**config.mk**
```make
export PLATFORM = sky130hd
export DESIGN_NAME = mips_mc_ctrl
export DESIGN_NICKNAME = d
export VERILOG_FILES = /design/src/rtl/mips_mc_ctrl.sv
export SDC_FILE = /design/constraint.sdc
export NUM_CORES = 1
export LEC_CHECK = 0
export ABC_AREA = 1
export BUFFER_PORTS_ARGS = -buffer_cell sky130_fd_sc_hd__buf_2
export CAP_MARGIN = 20
export CORE_ASPECT_RATIO = 1.4
export CORE_UTILIZATION = 40
export CTS_CLUSTER_SIZE = 16
export DETAILED_ROUTE_END_ITERATION = 10
export PLACE_DENSITY = 0.68
export SLEW_MARGIN = 10
export SYNTH_ARGS = -nofsm -noshare
export SYNTH_HDL_FRONTEND = slang
export SYNTH_SLANG_ARGS = --single-unit
```
**constraint.sdc**
```tcl
create_clock -name CLK -period 3.43 [get_ports CLK]
set_input_delay 0.1715 -clock CLK [delete_from_list [all_inputs] [get_ports CLK]]
set_output_delay 0.1715 -clock CLK [all_outputs]
set_load 0.01 [all_outputs]
```
**src/rtl/mips_mc_ctrl.sv**
```systemverilog
// mips_mc_ctrl: multi-cycle instruction sequencer for the MIPS core.
// Walks each instruction through FETCH, DECODE, EXEC, MEM and WB, handshakes
// with instruction/data memory under a bounded wait, counts retired legal
// instructions and keeps sticky Illegal/Timeout flags.
module mips_mc_ctrl #(
    parameter int CNT_W      = 32,
    parameter int WAIT_LIMIT = 16
) (
    input  logic             CLK,
    input  logic             RST,
    input  logic             Run,
    input  logic [31:0]      Ins,
    input  logic             Imem_ack,
    input  logic             Dmem_ack,
    output logic             Imem_req,
    output logic             IR_we,
    output logic             EX_we,
    output logic             Dmem_re,
    output logic             Dmem_we,
    output logic             RF_we,
    output logic             PC_we,
    output logic             Illegal,
    output logic             Timeout,
    output logic [2:0]       State,
    output logic [CNT_W-1:0] Retired
);

    typedef enum logic [2:0] {
        S_IDLE   = 3'd0,
        S_FETCH  = 3'd1,
        S_DECODE = 3'd2,
        S_EXEC   = 3'd3,
        S_MEM    = 3'd4,
        S_WB     = 3'd5
    } state_t;

    // C_ALU covers every class that ends in a register write-back (ALU-R,
    // ALU-I, JAL); C_BR covers branches/jumps and JR, which finish in EXEC.
    typedef enum logic [2:0] {
        C_ILL = 3'd0,
        C_ALU = 3'd1,
        C_LW  = 3'd2,
        C_SW  = 3'd3,
        C_BR  = 3'd4
    } cls_t;

    localparam logic [7:0] LIMIT = 8'(WAIT_LIMIT);

    state_t           state_q, state_d;
    cls_t             cls_q, cls_d;
    cls_t             dec_cls;
    logic [7:0]       wait_q, wait_d;
    logic [7:0]       wait_inc;
    logic [CNT_W-1:0] retired_q, retired_d;
    logic             illegal_q, illegal_d;
    logic             timeout_q, timeout_d;
    logic             boundary;
    logic             retire;
    logic [5:0]       op;
    logic [5:0]       funct;
    logic             unused_ins;

    // Instruction classification from opcode and funct fields.
    always_comb begin
        op         = Ins[31:26];
        funct      = Ins[5:0];
        unused_ins = ^Ins[25:6];
        dec_cls    = C_ILL;
        case (op)
            6'h00: begin
                case (funct)
                    6'h00, 6'h02, 6'h03,
                    6'h20, 6'h21, 6'h22, 6'h23,
                    6'h24, 6'h25, 6'h26, 6'h27,
                    6'h2A, 6'h2B: dec_cls = C_ALU;
                    6'h08:        dec_cls = C_BR;
                    default:      dec_cls = C_ILL;
                endcase
            end
            6'h08, 6'h09, 6'h0A, 6'h0B,
            6'h0C, 6'h0D, 6'h0E, 6'h0F: dec_cls = C_ALU;
            6'h03:                      dec_cls = C_ALU;
            6'h23:                      dec_cls = C_LW;
            6'h2B:                      dec_cls = C_SW;
            6'h02, 6'h04, 6'h05:        dec_cls = C_BR;
            default:                    dec_cls = C_ILL;
        endcase
    end

    // Next-state, wait counter, sticky flags and retire decision.
    always_comb begin
        state_d   = state_q;
        cls_d     = cls_q;
        wait_d    = wait_q;
        retired_d = retired_q;
        illegal_d = illegal_q;
        timeout_d = timeout_q;
        boundary  = 1'b0;
        retire    = 1'b0;
        wait_inc  = wait_q + 8'd1;

        case (state_q)
            S_IDLE: begin
                if (Run) begin
                    state_d = S_FETCH;
                    wait_d  = '0;
                end
            end
            S_FETCH: begin
                if (Imem_ack) begin
                    state_d = S_DECODE;
                    wait_d  = '0;
                end else if (wait_inc == LIMIT) begin
                    timeout_d = 1'b1;
                    state_d   = S_IDLE;
                    wait_d    = '0;
                end else begin
                    wait_d = wait_inc;
                end
            end
            S_DECODE: begin
                cls_d = dec_cls;
                if (dec_cls == C_ILL) begin
                    illegal_d = 1'b1;
                    boundary  = 1'b1;
                end else begin
                    state_d = S_EXEC;
                end
            end
            S_EXEC: begin
                case (cls_q)
                    C_LW, C_SW: begin
                        state_d = S_MEM;
                        wait_d  = '0;
                    end
                    C_ALU: state_d = S_WB;
                    default: begin
                        boundary = 1'b1;
                        retire   = 1'b1;
                    end
                endcase
            end
            S_MEM: begin
                if (Dmem_ack) begin
                    if (cls_q == C_LW) begin
                        state_d = S_WB;
                    end else begin
                        boundary = 1'b1;
                        retire   = 1'b1;
                    end
                end else if (wait_inc == LIMIT) begin
                    timeout_d = 1'b1;
                    state_d   = S_IDLE;
                    wait_d    = '0;
                end else begin
                    wait_d = wait_inc;
                end
            end
            S_WB: begin
                boundary = 1'b1;
                retire   = 1'b1;
            end
            default: state_d = S_IDLE;
        endcase

        if (boundary) begin
            state_d = Run ? S_FETCH : S_IDLE;
            wait_d  = '0;
        end
        if (retire) begin
            retired_d = retired_q + CNT_W'(1);
        end
    end

    // Sequencer registers; reset returns to IDLE and clears every counter/flag.
    always_ff @(posedge CLK or posedge RST) begin
        if (RST) begin
            state_q   <= S_IDLE;
            cls_q     <= C_ILL;
            wait_q    <= '0;
            retired_q <= '0;
            illegal_q <= 1'b0;
            timeout_q <= 1'b0;
        end else begin
            state_q   <= state_d;
            cls_q     <= cls_d;
            wait_q    <= wait_d;
            retired_q <= retired_d;
            illegal_q <= illegal_d;
            timeout_q <= timeout_d;
        end
    end

    // Strobes: state-decoded, with IR_we and PC_we also qualified by ack/class.
    always_comb begin
        Imem_req = (state_q == S_FETCH);
        IR_we    = (state_q == S_FETCH) && Imem_ack;
        EX_we    = (state_q == S_EXEC);
        Dmem_re  = (state_q == S_MEM) && (cls_q == C_LW);
        Dmem_we  = (state_q == S_MEM) && (cls_q == C_SW);
        RF_we    = (state_q == S_WB);
        PC_we    = boundary;
        Illegal  = illegal_q;
        Timeout  = timeout_q;
        State    = state_q;
        Retired  = retired_q;
    end

endmodule

```
Word-level counts from Yosys, hierarchy flattened:

Memories as Yosys holds them, arrays and structs flattened.
Index checks and enable logic that the tools add are counted.

* muxes and demuxes: 28
* eq/ne operators: 32
* bitwise gates (word level): 0
* $add $sub $neg: 2
* $mul: 0
* magnitude comparators: 0
* divide/modulo/power cells: 0
* reductions and logical operators: 16
* shift-type cells: 0

Operators with widths (count)
* 6-bit by 4-bit == test with 1-bit output, second input constant: 8
* 8-bit two-way mux: 6
* 32-bit by 1-bit adder with 32-bit output, second input constant: 1
* 8-bit one-hot mux with 4 select lines: 1
* 3-bit two-way mux: 7
* 3-bit one-hot mux with 6 select lines: 1
* 3-bit one-hot mux with 5 select lines: 1
* 3-bit by 2-bit == test with 1-bit output, second input constant: 4
* 6-bit by 2-bit == test with 1-bit output, second input constant: 2
* 6-bit by 3-bit == test with 1-bit output, second input constant: 2
* 6-bit == test, second input constant: 2
* 3-bit inequality test, second input constant: 3
* 9-bit OR reduction: 1
* 8-bit by 1-bit adder with 8-bit output, second input constant: 1
* 8-bit by 5-bit == test with 1-bit output, second input constant: 1
* 1-bit two-way mux: 8
* 3-bit by 1-bit == test with 1-bit output, second input constant: 2
* 3-bit == test, second input constant: 2
* 3-bit zero test: 2
* 6-bit zero test: 1
* 3-bit one-hot mux with 2 select lines: 1
* 3-bit OR reduction: 2
* 5-bit AND reduction: 1
* 5-bit nonzero test: 1
* 14 further kinds: 17

* logic and storage cells: 85
* memories kept: 1
* bits in registers: 48
* ROM bits: 128
* memory bits (writable): 0
* input bits: 37
* bits in latches: 0

Memories
* (no name shown): words 64, bits a word 2, read ports 1, clocked after Yosys merged registers in 0, wr ports 0, line 71 `case (funct)`

Longest topological paths before layout:

Gate-level depths: netlist of the first run.

* word-level depth: 8
* mapped depth: 12

Worst setup path after synthesis of the first run:

No wires, ideal clock.

* path type: flip-flop to flip-flop
* start point: register state_q[2], in the netlist State[2]
* end point: register retired_q[24], in the netlist Retired[24]
* clock period less this slack: 1.727 ns
* arrival time: 1.610 ns
* path buffers: 0
* cell stages (with the launch flop): 13
* setup slack: 1.703 ns
* setup time: 0.117 ns
* path through: dfrtp_1 > inv_2 > nand2_2 > nor2_2 > nand2_1 > nand3_4 > nand3_4 > nor2_4 > nand2_2 > nor2_4 > nand2_1 > nand2_1 > nand2_1

* cells in the longest elaborated chain, start to end: 2

RTL lines
* from (decl): line 49 `state_t state_q, state_d;`
* from (signal assigned): line 185 `state_q <= state_d;`
* 3-bit by 2-bit == test with 1-bit output
* via EX_we: line 17 `output logic EX_we,`
* 1-bit one-hot mux with 3 select lines: line 102 `case (state_q)`
* to (signal assigned): line 188 `retired_q <= retired_d;`
* to (decl): line 54 `logic [CNT_W-1:0] retired_q, retired_d;`

The timed path passes the listed nets, and every way through them passes these cells.
A chain may end at the register's enable or synchronous reset.

Worst setup path in the final report of the first run:

* start point: register state_q[0], in the netlist State[0]
* end point: output PC_we

* cells in the longest elaborated chain, start to end: 2

RTL lines
* 3-bit == test / 3-bit by 2-bit == test with 1-bit output (equally long branches): line 102
* 1-bit one-hot mux with 4 select lines *: line 102
* to (decl): line 21 `output logic PC_we,`

Mark *: on every way between the ends. The rest lies on a longest branch, timed or not.

==> results.yml, run 1 <==
power:
  p_int_mw: 1.024
  seq_power_share_pct: 40.6
  leakagePower_nw: 1.810
  comb_power_share_pct: 40.7
  switchingPower_uw: 810.3
  swShare_pct: 44.18
  clockPowerShare_pct: 18.7
  power_mw: 1.834
  irDropWorstVdd_mv: 0.3176
  power_density_nw_per_um2: 519.7
finish:
  layout_common_cells: "nand2_1 (95), buf_2 (60), inv_1 (55)"
  final_cell_area_sq_um: 3528
  layout_commonest_cell: "nand2_1"
  nNetsFinal: 509
  n_fill_cell: 774
  area_growth_pct: 17.26
  num_antenna_cells: 0
  drive_gt1_share_pct: 21.44
critical_path:
  crit_family: "simple AND/OR/NAND/NOR gates"
  endpoint_kind: "output pin"
  r2r_slack_ns: 1.33
  path_buf_inv: 2
  path_max_fanout: 23
  critPathMaxStageDelay_ns: 0.49
  arrival_ns: 2.12
  path_class: "flip-flop to output pin"
  start_kind: "flip-flop"
  crit_required_ns: 3.26
  crit_slowest_cell: "dfrtp_1"
  path_cells: "nor2_4, nand2_4, nor2_4, nand2_2, nand3_4, inv_2, nand2_2, buf_2"
clocking:
  clockBufferDepth: 2
  clk_latency_ns: 0.31
  cts_max_level: 2
  path_clk_slew_ns: 0.08
  clock_sinks: 48
  cts_tree: "yes"
  hold_buffers: 0
  cts_buffers: 5
  post_cts_buffers: 0
  cts_resized: 0
  clock-root-buffer: "clkbuf_8"
run_status:
  status: "finished clean"
timing:
  rsz0062_at_grt: "false"
  setup-tns-final_ns: 0
  final-setup-viol-count: 0
  whs_ns: 0.1385
  worstMarginPinSlew_ns: 0.7245
  drv_slew: 0
  finalHoldViolations: 0
  slew_headroom_pct: 51.48
  fin_crit_sh_pct: 66.75
  max_freq_ghz: 0.4368
  fin_skew_ns: 0.01013
  min_period_ns: 2.290
job:
  maxCapViolCount: 0
yosys:
  synth_cell_types: 31
  synth.largest_area_cell: "dfrtp_1"
  synth-seq-area-share_pct: 39.92
  yosys_register_bits: 48
  yosys_warnings: 0
  avgSynthCellArea_sq_um: 7.448
  synthTopCellsByArea: "dfrtp_1 (40%), nand2_1 (12%), inv_1 (7.0%), nor2_1 (6.4%), xor2_1 (5.8%)"
  synth.top_cell.area_share_pct: 39.92
  synthesis.nets: 443
  synth_area_sq_um: 3009
  syn_inst: 404
route:
  viasPerCell: 4.919
  dr.pass1.iters: 4
  drc: 0
  via_count: 2794
  wl_per_cell_um: 12.43
  wirelength_mm: 7.060
  drt_iter0_drc: 89
  ant_nets: 0
floorplanning:
  core_area_sq_um: 7315
  fp.dieH_um: 104.6
  die_area_sq_um: 7879
  die_x_um: 75.31
  ios: 81
  start_util_pct: 41.14
  row_count: 37
grt:
  grt_max_degree: 49
  grt_pass1_wl_mm: 11.73
  grt_usage_pct: 18.91
  grt_pass1_vias: 2689
  antenna_found_initial: 0
  grt_overflow: 0
min_path:
  hold_class: "input pin to flip-flop"
place:
  portBuffers: 60
  dp_hpwl_mm: 5.407
  globalplace.congestion: 0.8452
  placed_cell_area_sq_um: 3411
[layout make-up]
type / instances / area, sq um / share of cell area (%)
multi-input combinational: 295 / 1570 / 44.50
sequential: 48 / 1201 / 34.04
timing repair buffer: 62 / 330.3 / 9.362
inverter: 58 / 217.7 / 6.170
tap: 97 / 121.4 / 3.440
clock buffer: 5 / 68.82 / 1.950
clock inverter: 3 / 18.77 / 0.5319
[power groups by stage]
stage | Sequential (mW) | Clock, mW | Combinational [mW]
2_1_floorplan | 0.767 | 0 | 0.525
6_report | 0.745 | 0.343 | 0.746
3_5_place_dp | 0.755 | 0 | 0.751
4_1_cts | 0.744 | 0.356 | 0.754
5_1_grt | 0.761 | 0.374 | 0.842
3_3_place_gp | 0.749 | 0 | 0.740
[stage by stage]
stage | utilization, % | worst slack, ns | std cells
after global placement | 46.63 | 1.358 | 558
after floorplan | - | 1.703 | 404
after CTS | 47.83 | 1.119 | 566
after global routing | 48.24 | 0.9733 | 568
final | 48.24 | 1.140 | 568
after detailed placement | 46.63 | 1.328 | 558
[worst paths after layout]
check / startpoint / to / cells after the start
setup reg to reg: State[0] / wait_q[2] / 10
hold / removal: Run / State[0] / 3
hold reg to reg: Illegal / Illegal / 2
max in group asynchronous: RST / Retired[13] / 4
min in group asynchronous: RST / Timeout / 3
setup / recovery: State[0] / PC_we / 8
[cell usage after synthesis, drive strengths merged]
cell    count
a21oi      11
a31oi       3
and3        1
buf         2
clkbuf      1
dfrtp      48
ha          2
inv        58
nand2     102
nand3      32
nand4      14
nor2       61
nor3       21
nor4        4
o211ai      1
o21ai      12
o21bai      1
o221ai      1
or2         1
xnor2       8
xor2       20
[cell families (layout without fill, tap and decap cells)]
| kind of cell | after synthesis | count (layout) | synth area share [%] |
|---|---|---|---|
| AOI/OAI and AO/OA | 29 | 29 | 5.406 |
| xor gates and xnor gates | 28 | 28 | 8.150 |
| adders and majority gates | 2 | 2 | 0.8315 |
| buffers and inverters | 61 | 128 | 7.900 |
| DFF | 48 | 48 | 39.92 |
| and+or+nand+nor | 236 | 236 | 37.80 |
[flip-flops by register name, summed over array words and instances, names as in the netlist]
signal	flops
wait_q	8
cls_q	3
Illegal	1
Timeout	1
Retired	32
State	3
[layer usage]
metal	GRT usage [%]	up-vias	routed length (um)
li1	-	1421	-
met1	21.43	1314	2997
met2	35.20	49	3740
met3	2.989	10	216
met4	4.894	0	105
met5	0	-	0
[worst min-delay path: stages]
cell     delay, ns
buf_2         0.09
a31oi_1       0.04
nor2_1        0.10
No activity file was read; power rests on OpenSTA's default activity.
==> run 2, diff against run 1 <==
Clock period 3.43 ns to 2.2 ns, I/O delays scaled along.
==> run 2 against run 1 <==
Net effect:
- clock power up 85%
- final cell count increased by 0.53%
- non-clock buffer count up 3
- core utilization rose by 0.50 points
- count of clock-buffer cells in the layout increased by 1
- worst hold slack got worse by 0.057 ns
- clock skew up 0.0046 ns
- register-to-register slack got worse by 1.1 ns
- setup slack worse by 0.98 ns
- combinational power is 62% higher
- sequential share of layout area is 0.31 points lower
- critical path type unchanged
- critical endpoint unchanged
- largest cell class unchanged
==> results.yml, run 2 (synthesized netlist as in run 1, its figures left out) <==
run_status:
  status: "finished clean"
floorplanning:
  die_area_sq_um: 7879
  core_area_sq_um: 7315
  die_x_um: 75.31
  row_count: 37
  fp.dieH_um: 104.6
  ios: 81
  start_util_pct: 41.14
clocking:
  clockBufferDepth: 2
  clk_latency_ns: 0.30
  clock-root-buffer: "clkbuf_8"
  cts_tree: "yes"
  path_clk_slew_ns: 0.08
  cts_buffers: 5
  cts_max_level: 2
  clock_sinks: 48
  post_cts_buffers: 0
finish:
  largest_register_ffs: 32
  drive_gt1_share_pct: 21.94
  final_cell_area_sq_um: 3565
  nNetsFinal: 512
  layout_common_cells: "nand2_1 (95), buf_2 (60), inv_1 (55)"
  n_fill_cell: 764
  multi_input_area_sq_um: 1575
  seqCellArea_sq_um: 1202
  num_antenna_cells: 0
  layout_commonest_cell: "nand2_1"
  area_growth_pct: 18.46
critical_path:
  endpoint_kind: "output pin"
  path_max_fanout: 14
  start_kind: "flip-flop"
  crit_required_ns: 2.09
  path_class: "flip-flop to output pin"
  arrival_ns: 1.93
grt:
  grt_overflow: 0
  grt_usage_pct: 19.73
  grt_pass1_wl_mm: 12.25
  grt_max_degree: 49
  grt_pass1_vias: 2832
  antenna_found_initial: 0
power:
  switchingPower_mw: 1.261
  leakagePower_nw: 1.828
  clockPowerShare_pct: 21.0
  seq_power_share_pct: 38.6
  irDropWorstVdd_mv: 0.7167
  comb_power_share_pct: 40.3
  swShare_pct: 41.96
  power_density_nw_per_um2: 843.2
  p_int_mw: 1.744
timing:
  max_freq_ghz: 0.4901
  fin_skew_ns: 0.01476
  drv_slew: 0
  worstMarginPinSlew_ns: 0.6161
  fin_crit_sh_pct: 92.74
  finalHoldViolations: 0
  rsz0062_at_grt: "false"
  setup-tns-final_ns: 0
  final-setup-viol-count: 0
  slew_headroom_pct: 58.93
  min_period_ns: 2.040
place:
  globalplace.congestion: 0.8399
  placed_cell_area_sq_um: 3441
  dp_hpwl_mm: 5.467
  portBuffers: 60
min_path:
  hold_class: "input pin to flip-flop"
route:
  viasPerCell: 4.951
  dr.pass1.iters: 4
  via_count: 2827
  wirelength_mm: 6.935
  wl_per_cell_um: 12.15
  ant_nets: 0
  drc: 0
  drt_iter0_drc: 107
job:
  maxCapViolCount: 0
[run 2: changes by cell type in the layout (fill, tap and decap cells not counted), sizes merged]
cell	before	now
bufinv	0	1
buf	61	64
clkbuf	5	6
clkinv	3	1
[run 2: final timing paths]
check / startpoint / slack [ns] / cells past startpoint / end
setup / recovery: State[0] / 0.16 / 8 / PC_we
hold / removal: Run / 0.08 / 3 / State[0]
setup reg to reg: State[0] / 0.25 / 10 / wait_q[4]
hold reg to reg: Timeout / 0.48 / 1 / Timeout
max in group asynchronous: RST / 1.23 / 4 / State[0]
min in group asynchronous: RST / 0.48 / 4 / Retired[9]
[run 2: per-layer routing]
| layer | share of wire, % | up-vias | global-route usage, % | wire length (um) |
|---|---|---|---|---|
| li1 | - | 1430 | - | - |
| met1 | 41 | 1305 | 21.57 | 2861 |
| met2 | 52 | 78 | 36.67 | 3628 |
| met3 | 3.9 | 14 | 2.797 | 272 |
| met4 | 2.5 | 0 | 7.407 | 171 |
| met5 | 0 | - | 0 | 0 |
[run 2: cell type report]
type                            count  area share [%]
Multi-Input combinational cell    295           44.19
Clock buffer                        6           2.036
Inverter                           58           6.107
Timing Repair Buffer               65           9.547
Clock inverter                      2          0.9828
Sequential cell                    48           33.73
Tap cell                           97           3.405
[run 2: worst max-delay path, cell delays in order, from the launching register on]
cell and delay, ns:
dfrtp_2 0.47, nor2_4 0.18, nand2_4 0.11, nor2_4 0.16, nand2_2 0.08, nand3_4 0.18, inv_2 0.14, nand2_4 0.15
buf_2 0.15
[run 2: power by group through the flow]
stage                     sequential (mW)  combinational, mW  clock, mW
after floorplan                      1.20              0.819          0
after global placement               1.17               1.19          0
after detailed placement             1.17               1.20          0
after CTS                            1.16               1.21      0.653
after global routing                 1.18               1.38      0.685
final                                1.16               1.21      0.633
[run 2: repair_timing]
action                                 CTS  global route
hold buffers                             1             0
resized for setup                        0             2
setup endpoints to repair                0             1
endpoints found under the hold margin   36             0
[run 2: stage by stage]
step	instances	utilization, %	hold slack (ns)	worst slack [ns]	total power, mW
6_report	571	48.73	0.08155	0.1596	3.006
5_1_grt	571	48.73	0.09602	0.01164	3.248
4_1_cts	571	48.65	0.06651	0.05178	3.017
3_5_place_dp	562	47.04	0.3181	0.2285	2.373
3_3_place_gp	562	47.04	0.3213	0.2359	2.354
2_1_floorplan	404	-	0.2511	0.4726	2.014
